===== src/rtl/eaglesong_bit_matrix_mix.sv =====
// eaglesong_bit_matrix_mix
//
// Sequential Eaglesong theta (linear mixing) engine. A 16 x 32-bit state is
// multiplied by the fixed 16x16 Eaglesong bit matrix over GF(2):
//   out[j] = XOR_k ( M[k][j] ? in[k] : 0 )
// LANES output words are produced per COMPUTE cycle, so one job takes
// 16/LANES COMPUTE cycles followed by a DONE cycle held until out_ready.
//
// Optional feature macro: EAGLESONG_BIT_MATRIX_READ_PORT_EN
//   defined   -> requested_bit is a registered read of M[bit_index_to_request]
//   undefined -> requested_bit is tied low, bit_index_to_request is ignored
// The mixing datapath is identical in both builds.

module eaglesong_bit_matrix_mix #(
  parameter int LANES = 4
) (
  input  logic         clk,
  input  logic         reset_n,
  input  logic         in_valid,
  output logic         in_ready,
  input  logic [511:0] in_state,
  output logic         out_valid,
  input  logic         out_ready,
  output logic [511:0] out_state,
  input  logic [7:0]   bit_index_to_request,
  output logic         requested_bit
);

  // Number of COMPUTE cycles per job and the lane-group counter width.
  localparam int NCYC = 16 / LANES;
  localparam int CW   = (NCYC > 1) ? $clog2(NCYC) : 1;
  localparam logic [CW-1:0] CNT_LAST = CW'(NCYC - 1);

  // Only power-of-two lane counts that divide the 16 words are supported.
  if (!(LANES == 1 || LANES == 2 || LANES == 4 || LANES == 8 || LANES == 16)) begin : g_lanes_illegal
    $error("eaglesong_bit_matrix_mix: LANES must be 1, 2, 4, 8 or 16");
  end

  // Eaglesong bit matrix. Bit index k*16+j holds M[k][j]; each 16-bit
  // literal below is one row k written column 15 down to column 0.
  localparam logic [255:0] MATRIX = {
    16'b1101010110110010,  // row 15
    16'b0111101011011001,  // row 14
    16'b1011110101101100,  // row 13
    16'b0101111010110110,  // row 12
    16'b0010111101011011,  // row 11
    16'b1001011110101101,  // row 10
    16'b1100101111010110,  // row 9
    16'b0110010111101011,  // row 8
    16'b1000000001000100,  // row 7
    16'b1100000000100010,  // row 6
    16'b1110000000010001,  // row 5
    16'b0111010101011111,  // row 4
    16'b1111110101111000,  // row 3
    16'b1011111010111100,  // row 2
    16'b1001111101011110,  // row 1
    16'b1000111110101111   // row 0
  };

  // FSM encoding
  localparam logic [1:0] ST_IDLE    = 2'd0;
  localparam logic [1:0] ST_COMPUTE = 2'd1;
  localparam logic [1:0] ST_DONE    = 2'd2;

  // Matrix coefficient M[row][col]; the {row,col} concatenation is the
  // flat bit index into MATRIX.
  function automatic logic matrix_bit(input logic [3:0] row, input logic [3:0] col);
    return MATRIX[{row, col}];
  endfunction

  logic [1:0]    state_q, state_d;
  logic [CW-1:0] cnt_q, cnt_d;
  logic [511:0]  in_q, in_d;
  logic [511:0]  out_q, out_d;
  logic [511:0]  mix_s;
  logic [3:0]    col_s;
  logic [31:0]   acc_s;

  // Mix the captured state into the LANES output words selected by cnt_q;
  // words outside the current lane group keep their previous contents.
  always_comb begin
    mix_s = out_q;
    col_s = 4'd0;
    acc_s = 32'd0;
    for (int l = 0; l < LANES; l++) begin
      col_s = 4'(32'(cnt_q) * LANES + l);
      acc_s = 32'd0;
      for (int k = 0; k < 16; k++) begin
        if (matrix_bit(4'(k), col_s)) begin
          acc_s = acc_s ^ in_q[32*k +: 32];
        end else begin
          acc_s = acc_s;
        end
      end
      mix_s[32*col_s +: 32] = acc_s;
    end
  end

  // Next-state logic for the IDLE -> COMPUTE -> DONE job sequence.
  always_comb begin
    state_d = state_q;
    cnt_d   = cnt_q;
    in_d    = in_q;
    out_d   = out_q;
    case (state_q)
      ST_IDLE: begin
        if (in_valid) begin
          in_d    = in_state;
          cnt_d   = {CW{1'b0}};
          state_d = ST_COMPUTE;
        end else begin
          state_d = ST_IDLE;
        end
      end
      ST_COMPUTE: begin
        out_d = mix_s;
        if (cnt_q == CNT_LAST) begin
          cnt_d   = {CW{1'b0}};
          state_d = ST_DONE;
        end else begin
          cnt_d   = cnt_q + CW'(1);
        end
      end
      ST_DONE: begin
        if (out_ready) begin
          state_d = ST_IDLE;
        end else begin
          state_d = ST_DONE;
        end
      end
      default: begin
        state_d = ST_IDLE;
        cnt_d   = {CW{1'b0}};
      end
    endcase
  end

  // State, counter, captured input and output registers; reset aborts any job.
  always_ff @(posedge clk) begin
    if (!reset_n) begin
      state_q <= ST_IDLE;
      cnt_q   <= {CW{1'b0}};
      in_q    <= 512'd0;
      out_q   <= 512'd0;
    end else begin
      state_q <= state_d;
      cnt_q   <= cnt_d;
      in_q    <= in_d;
      out_q   <= out_d;
    end
  end

  // Handshake outputs decode only registered state (and reset_n for in_ready).
  assign in_ready  = reset_n & (state_q == ST_IDLE);
  assign out_valid = (state_q == ST_DONE);
  assign out_state = out_q;

`ifdef EAGLESONG_BIT_MATRIX_READ_PORT_EN
  logic requested_bit_q;

  // Registered debug read of the matrix, independent of the FSM.
  always_ff @(posedge clk) begin
    if (!reset_n) begin
      requested_bit_q <= 1'b0;
    end else begin
      requested_bit_q <= MATRIX[bit_index_to_request];
    end
  end

  assign requested_bit = requested_bit_q;
`else
  logic unused_bit_index_s;

  assign unused_bit_index_s = ^bit_index_to_request;
  assign requested_bit      = 1'b0;
`endif

endmodule


===== config.mk =====
export PLATFORM = sky130hd
export DESIGN_NAME = eaglesong_bit_matrix_mix
export DESIGN_NICKNAME = d
export VERILOG_FILES = /design/src/rtl/eaglesong_bit_matrix_mix.sv
export SDC_FILE = /design/constraint.sdc
export NUM_CORES = 2
export LEC_CHECK = 0
export ABC_AREA = 1
export ABC_CLOCK_PERIOD_IN_PS = 4050
export BUFFER_PORTS_ARGS = -buffer_cell sky130_fd_sc_hd__buf_2
export CAP_MARGIN = 20
export CORE_AREA = 2 2 405 407
export DETAILED_ROUTE_END_ITERATION = 10
export DIE_AREA = 0 0 407 409
export HOLD_SLACK_MARGIN = 0.02
export PLACE_DENSITY_LB_ADDON = 0.2
export SLEW_MARGIN = 40
export SYNTH_ARGS = -nofsm -noshare
export SYNTH_HDL_FRONTEND = slang
export SYNTH_SLANG_ARGS = --single-unit

===== constraint.sdc =====
create_clock -name clk -period 4.05 [get_ports clk]
set_input_delay 0 -clock clk [delete_from_list [all_inputs] [get_ports clk]]
set_output_delay 0 -clock clk [all_outputs]
set_load 0.02 [all_outputs]

# == Yosys cells after proc, flatten, opt, wreduce, memory -nomap -nowiden ==
# Memory sizes are Yosys's and may differ from the RTL's.
# Index checks and enable logic that the tools add are counted.
# op_classes
addsub,8
n_lt_le_gt_ge,64
n_eq_ne,5
shift,8
muxes,150
bitwise,62
n_reduce_logical,3
# ops
operator,n
bitwise mux 512 bit,4
2-to-1 mux 32 bit,64
"variable shift 32 x 34 -> 512 bit, first input constant",4
indexed part select 32 x 34 -> 512 bit,4
bitwise XOR 32 bit,60
"< comparator 8 x 9 -> 1 bit, second input constant",32
"< comparator 7 x 9 -> 1 bit, second input constant",16
negator 9 -> 34 bit,4
"< comparator 6 x 9 -> 1 bit, second input constant",8
2-to-1 mux 1 bit,65
"< comparator 4 x 9 -> 1 bit, second input constant",4
"< comparator 5 x 9 -> 1 bit, second input constant",4
binary-select mux 1 bit (select 2 bit),11
one-hot mux 2 bit (3 select lines),2
"adder 4 x 2 -> 4 bit, second input constant",2
2-to-1 mux 2 bit,4
"adder 4 x 1 -> 4 bit, second input constant",1
"== test 2 bit, second input constant",2
"inequality test 2 bit, second input constant",2
AND reduction 2 bit,2
"adder 2 x 1 -> 2 bit, second input constant",1
"== test 2 x 1 -> 1 bit, second input constant",1
logical NOT 2 bit,1
AND 1 bit,1
NOT 1 bit,1
# word_totals
regBits,1028
rom_bits,768
out_inout_bits,515
word_cells,352
mem_count,48
# memory_table
name,words,width,read_ports,rd_ports_with_merged_regs,write_ports,line,text
(name not given),16,1,1,0,0,68,"return MATRIX[{row, col}];"
(name not given),16,1,1,0,0,68,
(name not given),16,1,1,0,0,68,
(name not given),16,1,1,0,0,68,
(name not given),16,1,1,0,0,68,
(name not given),16,1,1,0,0,68,
+42 memories,-,-,-,-,-,-,

# == Logic depth before layout (Yosys ltp) ==
# depth
ltp_word,38
mapped_depth,27
mapped_depth_nobuf,19

# == Worst setup path after synthesis ==
# No wires, ideal clock.
# synth_timing
kind,reg-to-reg
start,register cnt_q[0]
end,"register out_q[174], in the netlist out_state[174]"
setup_time_ns,0.132
t_arrival_ns,3.379
setup_slack_ns,0.539
stages_incl_launch_ff,20
n_path_buf,9
synth_period_minus_slack_ns,3.511
cell_sequence,dfxtp_1 buf_4 inv_2 buf_6 buf_4 buf_6 clkbuf_1 clkbuf_1 ha_1 buf_2 inv_1 buf_2 buf_2 nand2_1 xnor2_1 xor2_1 inv_1 or2_2 nand4_1 a21oi_1
# synth_between
elab_chain_len,38
word_cells_on_any_way,266
# synth_rtl
element,line,text
"start, declared",72,"logic [CW-1:0] cnt_q, cnt_d;"
"start signal, assigned",142,cnt_q <= {CW{1'b0}};
"start signal, assigned",147,cnt_q <= cnt_d;
adder 4 x 1 -> 4 bit / binary-select mux 1 bit (select 2 bit) (equally long branches),"86, 68",
memory (16 x 1 bit) / 2-to-1 mux 1 bit (equally long branches),-,
2-to-1 mux 1 bit (not written as such) / 2-to-1 mux 32 bit (equally long branches),"68, 89",
2-to-1 mux 32 bit / bitwise XOR 32 bit (equally long branches),"89, 90",
bitwise XOR 32 bit / 2-to-1 mux 32 bit (equally long branches),"90, 89",
2-to-1 mux 32 bit / bitwise XOR 32 bit (equally long branches),"89, 90",
bitwise XOR 32 bit / 2-to-1 mux 32 bit (equally long branches),"90, 89",
2-to-1 mux 32 bit / bitwise XOR 32 bit (equally long branches),"89, 90",
(+21 left out),-,
2-to-1 mux 32 bit / bitwise XOR 32 bit (equally long branches),"89, 90",
bitwise XOR 32 bit / 2-to-1 mux 32 bit (equally long branches),"90, 89",
2-to-1 mux 32 bit / bitwise XOR 32 bit (equally long branches),"89, 90",
bitwise XOR 32 bit / 2-to-1 mux 32 bit (equally long branches),"90, 89",
2-to-1 mux 32 bit / indexed part select 32 x 34 -> 512 bit (equally long branches),"89, 95",
indexed part select 32 x 34 -> 512 bit / bitwise mux 512 bit (equally long branches),95,mix_s[32*col_s +: 32] = acc_s;
bitwise mux 512 bit (2 in series),95,
bitwise mux 512 bit (*),95,
"end signal, assigned",149,out_q <= out_d;
"end, declared",74,"logic [511:0] out_q, out_d;"
# Every way passes the cells marked *; elsewhere a longest branch is shown, timed or not. The select of a mux whose other input is x is not followed.
# A chain may end at the register's enable or synchronous reset.

# == Final worst setup path ==
# layout_timing
start,register cnt_q[0]
end,"register out_q[77], in the netlist out_state[77]"
# The elaborated chain is that of the path after synthesis.

==> impl_metrics.yaml <==
yosys:
  synth.net_count: 10723
  yosysSeqAreaShare_pct: 31.9
  synth_warnings: 0
  syn_area_um2: 64600
  synth-seq-cells: 1028
  syn_avg_cell_area_um2: 6.34
  synth_cell_types: 35
  synthArstFlopShare_pct: 0
  synth_edf_count: 0
  synth_cells: 10191
  synth_flop_cell: "dfxtp_1"
sta:
  fin_tns_setup_ns: 0
  max-slew-margin-rel_pct: 31.4
  drv_slew: 0
  tightest_slew_ns: 1.02
  hold_ws_ns: 0.0381
  finalSetupViolCount: 0
  rsz0062_at_grt: "false"
  skew_ns: 0.0546
  finalCriticalPeriod_ns: 3.56
  clock.fmax_mhz: 281
  final.period_utilization_pct: 88.0
  hold_viol_final: 0
power_and_ir_drop:
  power_density_nw_per_um2: 433
  static-leakage-power_nw: 38.2
  peakVddDrop_mv: 0.411
drt:
  ant_nets: 0
  highest_layer: "met5"
  drc: 0
  dr.pass1.iters: 8
  met1_length_um: 152000
  vias: 76046
  wl_met3_um: 43900
  drt_wl_total_um: 343000
  drt_iter0_markers: 10744
  drt-vias-per-instance: 5.40
  wire_per_inst_um: 24.4
  met2_length_um: 128000
critical_path:
  cp-start-kind: "flop"
  crit_path_max_fanout: 37
  worstPathBufferInverterCount: 4
  criticalPathCategory: "reg2reg"
  crit_family: "buffers and inverters"
  r2r_end: "out_state[77]"
  r2r_cells: 16
  crit_chain: "inv_8 -> ha_1 -> inv_4 -> buf_12 -> buf_4 -> nand2_1 -> xnor2_1 -> xor2_1 -> nand3_1 -> nand2_1 -> nand3_1 -> nand2_1 -> nand2_1 -> nand2_1 -> nand3_1 -> a21oi_1"
  reg2reg_slack_ns: 0.49
  cp_data_arrival_time_ns: 4.26
  crit_path_end_kind: "flop"
  crit_top_cell: "nand2_1"
  startpoint: "cnt_q[0]"
  critPathSlowestCell: "dfxtp_4"
  required_ns: 4.74
  r2r_start: "cnt_q[0]"
  cpPeakStageDelay_ns: 0.47
grt:
  overflow: 0
  grt_pass1_wl_um: 474000
  grt_max_degree: 224
  grt_pass1_vias: 65599
  grtUsageTotal_pct: 39.3
  antenna_found_initial: 35
final_layout:
  final_area_um2: 84600
  final_util_pct: 52.2
  layout-drive-gt1-share_pct: 12.6
  multi_input_area_um2: 38300
  seq_area_um2: 20600
  fin_cells: 14090
  syn_to_final_growth_pct: 30.9
  fin_nets: 12328
  final_common_cell: "nand2_1"
  nFillCells: 16235
  most-common-layout-cells: "nand2_1, buf_2, dfxtp_1"
placed_design:
  place.gp.congestion: 1.01
  place_area_um2: 72000
  numPortBuffers: 1029
  dpl.hpwl_um: 255000
  dp_cells: 13012
min_path:
  hold_depth: 4
  min_to: "in_q[195]"
  min_from: "reset_n"
  worstHoldPathType: "in2reg"
clock_network:
  worstSkewPairLatency_ns: 0.79
  htreeDepth: 3
  cts_buffer_depth: 3
  clkSlewWorstSetupHoldPaths_ns: 0.06
  post_cts_buffers: 0
  clock-sinks: 1028
  tritoncts: "built"
  cts-buffers-inserted: 116
  cts_root_buf: "clkbuf_16"
flow_run:
  drv_cap: 0
floorplan:
  rows: 148
  dieArea_um2: 166000
  chipHeight_um: 409
  coreArea_um2: 162000
  die_w_um: 407
  start_util_pct: 39.9
  num_io_pins: 1039
outcome:
  run_status: "finished clean"
-- power breakdown --
group / switching [W] / internal, W
Combinational: 0.00936 / 0.00412
Sequential: 0.000928 / 0.0107
Clock: 0.00504 / 0.00647
-- tightest hold or removal path: cells and delay by family --
kind,cells,cell delay (ns)
buffers and inverters,2,0.46
AO/OA/AOI/OAI,2,0.22
-- synthesized netlist by cell type (8+ instances only) --
library cell	count	area share, %
nand2_1	3343	19
dfxtp_1	1028	32
a21oi_1	878	6.8
inv_1	820	4.8
nor2_1	774	4.5
nand3_1	653	5.1
o21ai_0	634	4.9
xor2_1	564	7.6
xnor2_1	472	6.4
clkbuf_1	348	2.0
nand4_1	280	2.7
buf_2	130	1.0
buf_1	43	0.25
buf_4	40	0.47
or2_2	32	0.31
o21ai_1	28	0.22
nand3b_1	23	0.27
buf_6	20	0.35
or2_1	20	0.19
a31oi_1	16	0.16
ha_1	8	0.16
-- what timing repair did --
action,4_1_cts,5_1_grt
endpoints found under the hold margin,515,0
gates resized for setup,0,0
hold buffers,841,0
-- layout make-up --
cell class              instances  area share, %
diodes                         25         0.0740
clock buffers                 152           3.80
clock inverters                60           1.02
inverters                     828           3.73
multi-input cells            7752           45.4
flip-flops and latches       1028           24.3
well taps                    2175           3.22
repair buffers               2070           18.5
-- worst max-delay path by stage --
stage | endpoint | slack [ns] | cells past startpoint
after floorplan | out_state[174] | 0.54 | 19
after global placement | out_state[333] | 0.61 | 17
after detailed placement | out_state[461] | 0.55 | 16
after CTS | out_state[461] | 0.55 | 16
after global routing | out_state[333] | 0.27 | 16
final | out_state[77] | 0.49 | 16
-- per-stage QoR --
step	worst slack, ns	power [W]
final	0.487	0.0366
after global routing	0.270	0.0379
after CTS	0.545	0.0360
after detailed placement	0.555	0.0240
after global placement	0.613	0.0238
after floorplan	0.539	0.0186
-- cell families after synthesis --
kind of cell / Yosys count / synth area share [%]
buf+inv: 1411 / 8.95
compound gates: 1567 / 12.2
other cells: 1 / 0.00581
flops: 1028 / 31.9
simple gates: 5134 / 32.6
xor+xnor: 1042 / 14.2
fa+ha+maj: 8 / 0.155
-- metal layers --
layer	global-route usage, %	vias to the layer above
met4	18.5	20
met3	11.1	584
li1	-	35594
met2	51.6	4386
met1	57.8	35462
met5	0	-
-- state kept, by name (all words and copies together) (netlist names) --
signal     count
state_q        2
out_state    512
cnt_q          2
in_q         512
Note: power is estimated with default switching activity, not from simulation.
